**src/rtl/riscv_pkg.sv**
```systemverilog
// Types and constants shared by the RV32I pipeline stages and the hazard controller.
package riscv_pkg;

  localparam int XLEN = 32;

  localparam logic [XLEN-1:0] NOP_INSTR = 32'h0000_0013;

  typedef enum logic [6:0] {
    OPC_RTYPE  = 7'b0110011,
    OPC_ITYPE  = 7'b0010011,
    OPC_LOAD   = 7'b0000011,
    OPC_STORE  = 7'b0100011,
    OPC_BRANCH = 7'b1100011,
    OPC_JAL    = 7'b1101111,
    OPC_JALR   = 7'b1100111,
    OPC_LUI    = 7'b0110111,
    OPC_AUIPC  = 7'b0010111
  } opcode_t;

  typedef struct packed {
    logic [XLEN-1:0] pc;
    logic [XLEN-1:0] instr;
  } fetch_entry_t;

endpackage

```
**src/rtl/fetch_fifo.sv**
```systemverilog
// Prefetch FIFO of {pc, instr} entries between instruction memory and the IF/ID register.
// Clear wins over push and pop so a redirect empties the queue in one edge.
module fetch_fifo
  import riscv_pkg::*;
#(
  parameter int DEPTH = 2
) (
  input  logic                     clk,
  input  logic                     rst,
  input  logic                     clear,
  input  logic                     push,
  input  fetch_entry_t             push_data,
  input  logic                     pop,
  output fetch_entry_t             pop_data,
  output logic [$clog2(DEPTH):0]   count,
  output logic                     empty,
  output logic                     full
);

  localparam int AW = $clog2(DEPTH);
  localparam int CW = AW + 1;

  fetch_entry_t  mem [DEPTH];
  logic [AW-1:0] wr_ptr;
  logic [AW-1:0] rd_ptr;
  logic          do_push;
  logic          do_pop;

  always_comb begin
    empty    = (count == '0);
    full     = (count == CW'(DEPTH));
    do_push  = push & ~full & ~clear;
    do_pop   = pop & ~empty & ~clear;
    pop_data = mem[rd_ptr];
  end

  always_ff @(posedge clk or posedge rst) begin
    if (rst) begin
      wr_ptr <= '0;
      rd_ptr <= '0;
      count  <= '0;
    end else if (clear) begin
      wr_ptr <= '0;
      rd_ptr <= '0;
      count  <= '0;
    end else begin
      if (do_push) wr_ptr <= wr_ptr + AW'(1);
      if (do_pop)  rd_ptr <= rd_ptr + AW'(1);
      count <= count + CW'(do_push) - CW'(do_pop);
    end
  end

  // Storage needs no reset: count gates every read that matters.
  always_ff @(posedge clk) begin
    if (do_push) mem[wr_ptr] <= push_data;
  end

endmodule

```
**src/rtl/fetch_stage.sv**
```systemverilog
// IF stage: PC generation, credit-limited instruction fetch, prefetch FIFO and IF/ID register.
module fetch_stage
  import riscv_pkg::*;
#(
  parameter logic [31:0] RESET_PC   = 32'h0000_0000,
  parameter int          FIFO_DEPTH = 2
) (
  input  logic        i_clk,
  input  logic        i_reset,
  input  logic        i_pc_sel,
  input  logic [31:0] i_alu_data,
  input  logic        pc_enable,
  input  logic        stall_ID,
  input  logic        flush_ID,
  output logic        o_imem_req,
  output logic [31:0] o_imem_addr,
  input  logic        i_imem_gnt,
  input  logic        i_imem_rvalid,
  input  logic [31:0] i_imem_rdata,
  output logic        o_id_valid,
  output logic [31:0] o_id_pc,
  output logic [31:0] o_id_instr
);

  localparam int CW = $clog2(FIFO_DEPTH) + 1;

  logic [XLEN-1:0] pc;
  logic [CW-1:0]   outstanding;
  logic [CW-1:0]   discard;
  logic [CW-1:0]   fifo_count;
  logic [CW:0]     credit_used;
  logic            fifo_empty;
  logic            fifo_full;
  logic            fifo_pop;
  logic            fifo_push;
  logic            accept;
  logic            resp_valid;
  fetch_entry_t    fifo_wdata;
  fetch_entry_t    fifo_rdata;

  // A slot freed by this edge's pop counts as available, which keeps a
  // 1-cycle memory streaming at one instruction per cycle.
  always_comb begin
    fifo_pop         = flush_ID & stall_ID & ~fifo_empty;
    credit_used      = {1'b0, fifo_count} + {1'b0, outstanding} - {CW'(0), fifo_pop};
    o_imem_req       = ~i_reset & pc_enable & ~i_pc_sel &
                       (credit_used < (CW+1)'(FIFO_DEPTH));
    o_imem_addr      = pc;
    accept           = o_imem_req & i_imem_gnt;
    resp_valid       = i_imem_rvalid & (outstanding != '0);
    fifo_push        = resp_valid & (discard == '0) & ~i_pc_sel & ~fifo_full;
    fifo_wdata.pc    = pc - (XLEN'(outstanding) << 2);
    fifo_wdata.instr = i_imem_rdata;
  end

  // On redirect every response still in flight belongs to the old stream.
  always_ff @(posedge i_clk or posedge i_reset) begin
    if (i_reset) begin
      pc          <= RESET_PC;
      outstanding <= '0;
      discard     <= '0;
    end else begin
      outstanding <= outstanding + CW'(accept) - CW'(resp_valid);
      if (i_pc_sel) begin
        pc      <= i_alu_data;
        discard <= outstanding - CW'(resp_valid);
      end else begin
        if (accept) pc <= pc + 32'd4;
        if (resp_valid && (discard != '0)) discard <= discard - CW'(1);
      end
    end
  end

  fetch_fifo #(
    .DEPTH (FIFO_DEPTH)
  ) u_fifo (
    .clk       (i_clk),
    .rst       (i_reset),
    .clear     (i_pc_sel),
    .push      (fifo_push),
    .push_data (fifo_wdata),
    .pop       (fifo_pop),
    .pop_data  (fifo_rdata),
    .count     (fifo_count),
    .empty     (fifo_empty),
    .full      (fifo_full)
  );

  // Flush dominates stall; an empty FIFO yields a bubble.
  always_ff @(posedge i_clk or posedge i_reset) begin
    if (i_reset) begin
      o_id_valid <= 1'b0;
      o_id_pc    <= '0;
      o_id_instr <= NOP_INSTR;
    end else if (!flush_ID) begin
      o_id_valid <= 1'b0;
      o_id_pc    <= '0;
      o_id_instr <= NOP_INSTR;
    end else if (!stall_ID) begin
      o_id_valid <= o_id_valid;
    end else if (!fifo_empty) begin
      o_id_valid <= 1'b1;
      o_id_pc    <= fifo_rdata.pc;
      o_id_instr <= fifo_rdata.instr;
    end else begin
      o_id_valid <= 1'b0;
      o_id_pc    <= '0;
      o_id_instr <= NOP_INSTR;
    end
  end

endmodule

```
**config.mk**
```make
export PLATFORM = sky130hd
export DESIGN_NAME = fetch_stage
export DESIGN_NICKNAME = d
export VERILOG_FILES = /design/src/rtl/riscv_pkg.sv /design/src/rtl/fetch_fifo.sv /design/src/rtl/fetch_stage.sv
export SDC_FILE = /design/constraint.sdc
export NUM_CORES = 1
export LEC_CHECK = 0
export BUFFER_PORTS_ARGS = -buffer_cell sky130_fd_sc_hd__clkbuf_2
export CORE_MARGIN = 2
export CORE_UTILIZATION = 24
export CTS_CLUSTER_SIZE = 25
export DETAILED_ROUTE_END_ITERATION = 8
export PLACE_DENSITY = 0.37
export SYNTH_ARGS = -nofsm -noshare
export SYNTH_HDL_FRONTEND = slang
export SYNTH_SLANG_ARGS = --single-unit
```
**constraint.sdc**
```tcl
create_clock -name i_clk -period 10.3 [get_ports i_clk]
set_clock_uncertainty 0.1 [all_clocks]
set_input_delay 1.03 -clock i_clk [delete_from_list [all_inputs] [get_ports i_clk]]
set_output_delay 1.03 -clock i_clk [all_outputs]
set_load 0.02 [all_outputs]
```
Yosys cells after proc, flatten, opt, wreduce, memory -nomap -nowiden
Memory sizes are Yosys's and may differ from the RTL's.
Index checks and enable logic that the tools add are counted.

cells by class
  add/subtract/negate cells = 12
  $lt $le $gt $ge = 1
  equality and inequality tests = 2
  mux-type cells = 20
  bitwise gates (word level) = 18
  reduce and logical (&&, ||, !) cells = 9

operators with widths
  kind                     count
  $mux W32                 8
  $add A32 B3 Y32 const B  1
  $sub A32 B4 Y32          1
  $and A1 B1 Y1            14
  $reduce_bool A2 Y1       6
  $mux W1                  9
  $mux W2                  3
  $sub A2 B1 Y2            3
  $add A2 B1 Y2            2
  $logic_not A2 Y1         2
  $not A1 Y1               4
  $add A2 B2 Y3            1
  $lt A3 B2 Y1 const B     1
  $sub A3 B1 Y3            1
  $add A1 B1 Y1 const B    2
  $eq A2 B2 Y1 const B     1
  $ne A2 B2 Y1 const B     1
  $sub A2 B1 Y2 const B    1
  $logic_and A1 B1 Y1      1

storage, ports and cells
  register bits = 105
  bits in writable memories = 128
  input port bits = 72
  output and inout bits = 98
  word-level logic and storage cells = 72
  memories = 1

memories
  memory      depth  width  rd ports  clocked after Yosys merged registers in  wr ports  RTL line          text
  u_fifo.mem  2      64     1         0                                        1         fetch_fifo.sv:23  fetch_entry_t mem [DEPTH];

Longest topological paths before layout
  depth after elaboration = 10
  mapped depth = 15
  gate-level depth less buffers = 13

Modules after synthesis
Synthesis repeated with hierarchy kept, for this count alone.

second synthesis, totals
  cells, all modules = 702
  area, all modules = 10132.2 µm²

by module, submodules not included
  module       instances  cells an instance  area an instance (µm²)  sequential area each (µm²)
  fetch_fifo   1          226                5087.4                  3943.8
  fetch_stage  1          476                5044.8                  2531.2

Least setup slack after synthesis
No wires, ideal clock.

  kind = input -> register
  from = input port i_imem_rvalid
  to = memory u_fifo.mem[0][0] (netlist bit) (enable)
  arrival = 4.708 ns
  required time = 9.705 ns
  slack = 4.997 ns
  stages = 3
  path buffers = 0
  cell sequence = o21ai_0 a2111oi_0 nor2b_1

between the ends
  cells in the longest elaborated chain, start to end = 8

RTL lines
  element                        RTL line           text
  start: declaration             fetch_stage.sv:18  input logic i_imem_rvalid,
  $and A1 B1 Y1                  fetch_stage.sv:50  resp_valid = i_imem_rvalid & (outstanding != '0);
  $and A1 B1 Y1 (3 in series)    fetch_stage.sv:51  fifo_push = resp_valid & (discard == '0) & ~i_pc_sel & ~fifo_full;
  $and A1 B1 Y1 (2 in series)    fetch_fifo.sv:32   do_push = push & ~full & ~clear;
  $mux W1                        fetch_fifo.sv:55   if (do_push) mem[wr_ptr] <= push_data;
  $mux W1 (not written as such)  fetch_fifo.sv:55
  end: declaration               fetch_fifo.sv:23

Every way passes these cells.

Worst setup path in the final report
  from = input port stall_ID
  to = output port o_imem_req

between the ends
  cells in the longest elaborated chain, start to end = 5

RTL lines
  element                      RTL line           text
  start: declaration           fetch_stage.sv:13  input logic stall_ID,
  $and A1 B1 Y1 (2 in series)  fetch_stage.sv:44  fifo_pop = flush_ID & stall_ID & ~fifo_empty;
  $sub A3 B1 Y3                fetch_stage.sv:45  credit_used = {1'b0, fifo_count} + {1'b0, outstanding} - {CW'(0), fifo_pop};
  $lt A3 B2 Y1                 fetch_stage.sv:47  (credit_used < (CW+1)'(FIFO_DEPTH));
  $and A1 B1 Y1                fetch_stage.sv:46  o_imem_req = ~i_reset & pc_enable & ~i_pc_sel &
  end: declaration             fetch_stage.sv:15  output logic o_imem_req,

Every way passes these cells.

==> metrics list <==
- The flow ran to the end, and the final reports show no timing, DRC or antenna violations.
- Top cell type by total area after synthesis: sky130_fd_sc_hd__edfxtp_1
- Post-DR wirelength/cell: 17.7 microns
- Of all nets on the critical path, the largest fanout is 65.
- Met2 global-route usage: around a fifth
* Fin. Hold Viols: 0
- For this run, the slowest stage of the critical path takes about 0.62 ns.
* First-iteration detailed-routing DRC count: about 300
* DRC violations left: 0
- The die covers 42900 sq um.
- From left edge to right edge, the die measures a little over 200 microns.
- Logic depth of the worst register-to-register path: 15
* Count of final max-slew check failures: 0
* Dominant cell by count in the synthesized netlist: sky130_fd_sc_hd__edfxtp_1
- Register-to-register setup slack: 5.96 ns
- Vias per cell: 4.28
- Setup violations remaining at the end of the flow were counted as 0.
* Clock tree sinks: 233
* Critical path's slowest cell: sky130_fd_sc_hd__buf_4
- 0 antenna diodes ended up in the layout.
- HPWL after DPL: 16800 microns
- For this run, the leading register cell type out of synthesis is sky130_fd_sc_hd__edfxtp_1.
* Unique cell type count in the Yosys netlist: 53
* Number of nets with antenna violations after detailed routing: 0
* Tightest Pin Transition: 1.08 ns
- The tightest min-delay check is of the flop to flop type.
* Hold-fix buffer count after cts: 0
- STA classifies the critical path startpoint as an input port.
- Number of instances on the worst hold path: 2
- For this run, the share of the core covered by cells in the final layout is between 20% and 30%.
- The critical path is of the input port to primary output type.
- Vias in the first global route: 6628
- The endpoint identified for the worst register-to-register timing path is outstanding[1].
* Final critical-path required period: 4.99 ns
* Layer with the highest usage: met2
- Instance count of the mapped netlist: 779
* Peak ir drop on the vdd network: 0.0865 mV
* Met1 track demand over resource: around 17%
* Worst reg2reg path startpoint: u_fifo.count[1]
- CTS buffer count: 29
* Startpoint of the tightest hold check path: o_id_pc[10]
- Measured along the y axis, the die boundary spans 207 microns.
* Clock root cell: sky130_fd_sc_hd__clkbuf_16
* Net count after synthesis: 864
* Total power divided by cell area: 197 nW/um^2
* Leakage power of the design: 0.00485 uW
* Share of post-route cells with drive strength above 1: 24.8%
* Netlist area before placement: 9890 sq um
* Main area contributors after synthesis: sky130_fd_sc_hd__edfxtp_1 (39%), sky130_fd_sc_hd__dfrtp_1 (26%), sky130_fd_sc_hd__mux2i_1 (6.7%)
* Setup TNS Final: 0 ns
- The worst path uses between 40% and 50% of the clock period.
- The first global-routing pass estimated 41000 microns of wire.
- Synthesis inferred 233 register bits.
- Of the synthesized area, sequential elements account for 65.4%.
- Met3 track demand over resource: 2.46%
- Port Buffer Count: 169
- Post-synth EDFFs: between 100 and 150
* Nets@finish: 1021
- Placeable core area: 40700 sq um
- In this run the core area contains 74 standard-cell rows.
- Clock-pin slew was measured on the worst setup and hold paths at 0.06 ns.
- Post-CTS timing repair inserted 0 buffers for setup.
- Across every metal layer, demand over resource in global routing totals 12.3%.
- Most used standard cells in the synthesized netlist: sky130_fd_sc_hd__edfxtp_1 (128), sky130_fd_sc_hd__nand2_1 (115), sky130_fd_sc_hd__dfrtp_1 (102)
- The number of gates resized after CTS was 0.
- At the later pin of the worst-skew pair, clock insertion delay measures ~0.55 ns.
* Dominant cell type by count on the critical path: sky130_fd_sc_hd__clkbuf_2
- The routed layout has 6378 vias.
* Worst min-delay path endpoint: o_id_pc[10]
- Antenna violations before repair: 0
* Pin count of the biggest net entering global routing: 74
* Unrepaired setup endpoints after global routing: no
- STA classifies the critical path endpoint as a primary output.
- Number of max-cap violations: 0
- After synthesis, the largest area contributor takes up 38.9% of total cell area.
* Clock tree from TritonCTS: built
- In this run the tightest slew margin relative to its limit is 26.4%.
- Compared with the post-synthesis result, the final layout area differs by 22.6%.
- Walking the worst path, the cells encountered are clkbuf_2, o211ai_1, buf_4, inv_1, ha_1, nand2b_1, fa_1, xnor2_1, nor4_1, clkbuf_2.
- CTS built an H-tree with a depth of 1.
- Routability-driven placement finished with a final weighted congestion of 0.713.
- The average instance in the mapped netlist occupies 12.7 sq um.
- Number of top-level pins: 170
- Async set-reset flop share out of synthesis: 45.1%
- Remaining global-route overflow: 0
- STA puts the critical path data arrival time at 3.86 ns.
- Highest achievable clock rate: ~200 MHz
- Synthesis Warnings: 0
* Total detailed-routing wirelength: 26400 microns
- Count of TritonRoute iterations in the first routing pass: 4
- Starting Density: 24.3%
* Buffers from clock root to sink, at most: 3
- Critical Path RT: 9.17 ns
registers in the layout, summed over array words and instances (netlist names):
| name | cells |
|---|---|
| o_id_pc | 32 |
| u_fifo.rd_ptr | 1 |
| outstanding | 2 |
| o_id_valid | 1 |
| discard | 2 |
| o_imem_addr | 32 |
| u_fifo.wr_ptr | 1 |
| u_fifo.mem | 128 |
| u_fifo.count | 2 |
| o_id_instr | 32 |
where the power goes:
part / internal (uW) / switching (uW)
clock network: 564 / 390
logic: 113 / 192
registers: 1060 / 62.0
worst max path at each step:
stage                          from                to  slack [ns]  depth (start not counted)
floorplan             i_imem_rvalid  u_fifo.mem[0][0]        5.00                          3
global placement           stall_ID    outstanding[1]        5.31                         16
detailed placement         stall_ID    outstanding[1]        5.25                         16
CTS                        stall_ID        o_imem_req        5.29                         10
global route        u_fifo.count[1]        o_imem_req        5.07                          9
finish                     stall_ID        o_imem_req        5.31                         10
metrics by stage:
| step | hold slack (ns) | setup WS [ns] | std cells | area (sq um) | total power [uW] |
|---|---|---|---|---|---|
| 6_report | 0.374 | 5.31 | 1491 | 12100 | 2380 |
| 5_1_grt | 0.401 | 5.07 | 1491 | 12100 | 2520 |
| 4_1_cts | 0.385 | 5.29 | 1491 | 12100 | 2440 |
| 3_5_place_dp | 0.371 | 5.25 | 1437 | 11200 | 1460 |
| 3_3_place_gp | 0.363 | 5.31 | 1437 | 11200 | 1460 |
| 2_1_floorplan | 0.361 | 5.00 | 779 | 9890 | 1340 |
layout make-up:
class	instances	area (sq um)
clock buffers	44	812
fillers	4273	28600
inverters	20	77.6
well taps	532	666
multi-input cells	475	3120
clock inverters	10	73.8
repair buffers	177	906
flip-flops and latches	233	6480
critical path: cells and delay by family:
| family | cells | cell delay, ns |
|---|---|---|
| buf+inv | 4 | 1.26 |
| fa+ha+maj | 2 | 0.72 |
| compound gates | 1 | 0.08 |
| simple gates | 2 | 0.58 |
| xor+xnor | 1 | 0.19 |
cell usage in the layout (no fill, tap or decap), drive strengths merged, types with 11 or more instances in the layout:
master	n
inv	21
dfrtp	102
nand4	18
xnor2	17
edfxtp	128
nand2	115
o21ai	88
nor3	12
nand3	12
mux2i	66
clkbuf	213
nor2	27
ha	11
xor2	38
per-layer routing:
| metal | vias to the layer above | wire, microns |
|---|---|---|
| li1 | 3095 | - |
| met1 | 3082 | 12500 |
| met2 | 163 | 12000 |
| met3 | 38 | 1390 |
| met4 | 0 | 454 |
| met5 | - | 0 |
kinds of logic after synthesis:
logic type / synth area share, %
DFF: 65.4
and+or+nand+nor: 11.8
AOI/OAI and AO/OA: 5.93
buffers and inverters: 3.26
muxes: 6.91
xor gates and xnor gates: 4.87
adders and majority gates: 1.80
Note: power is estimated with default switching activity, not from simulation.
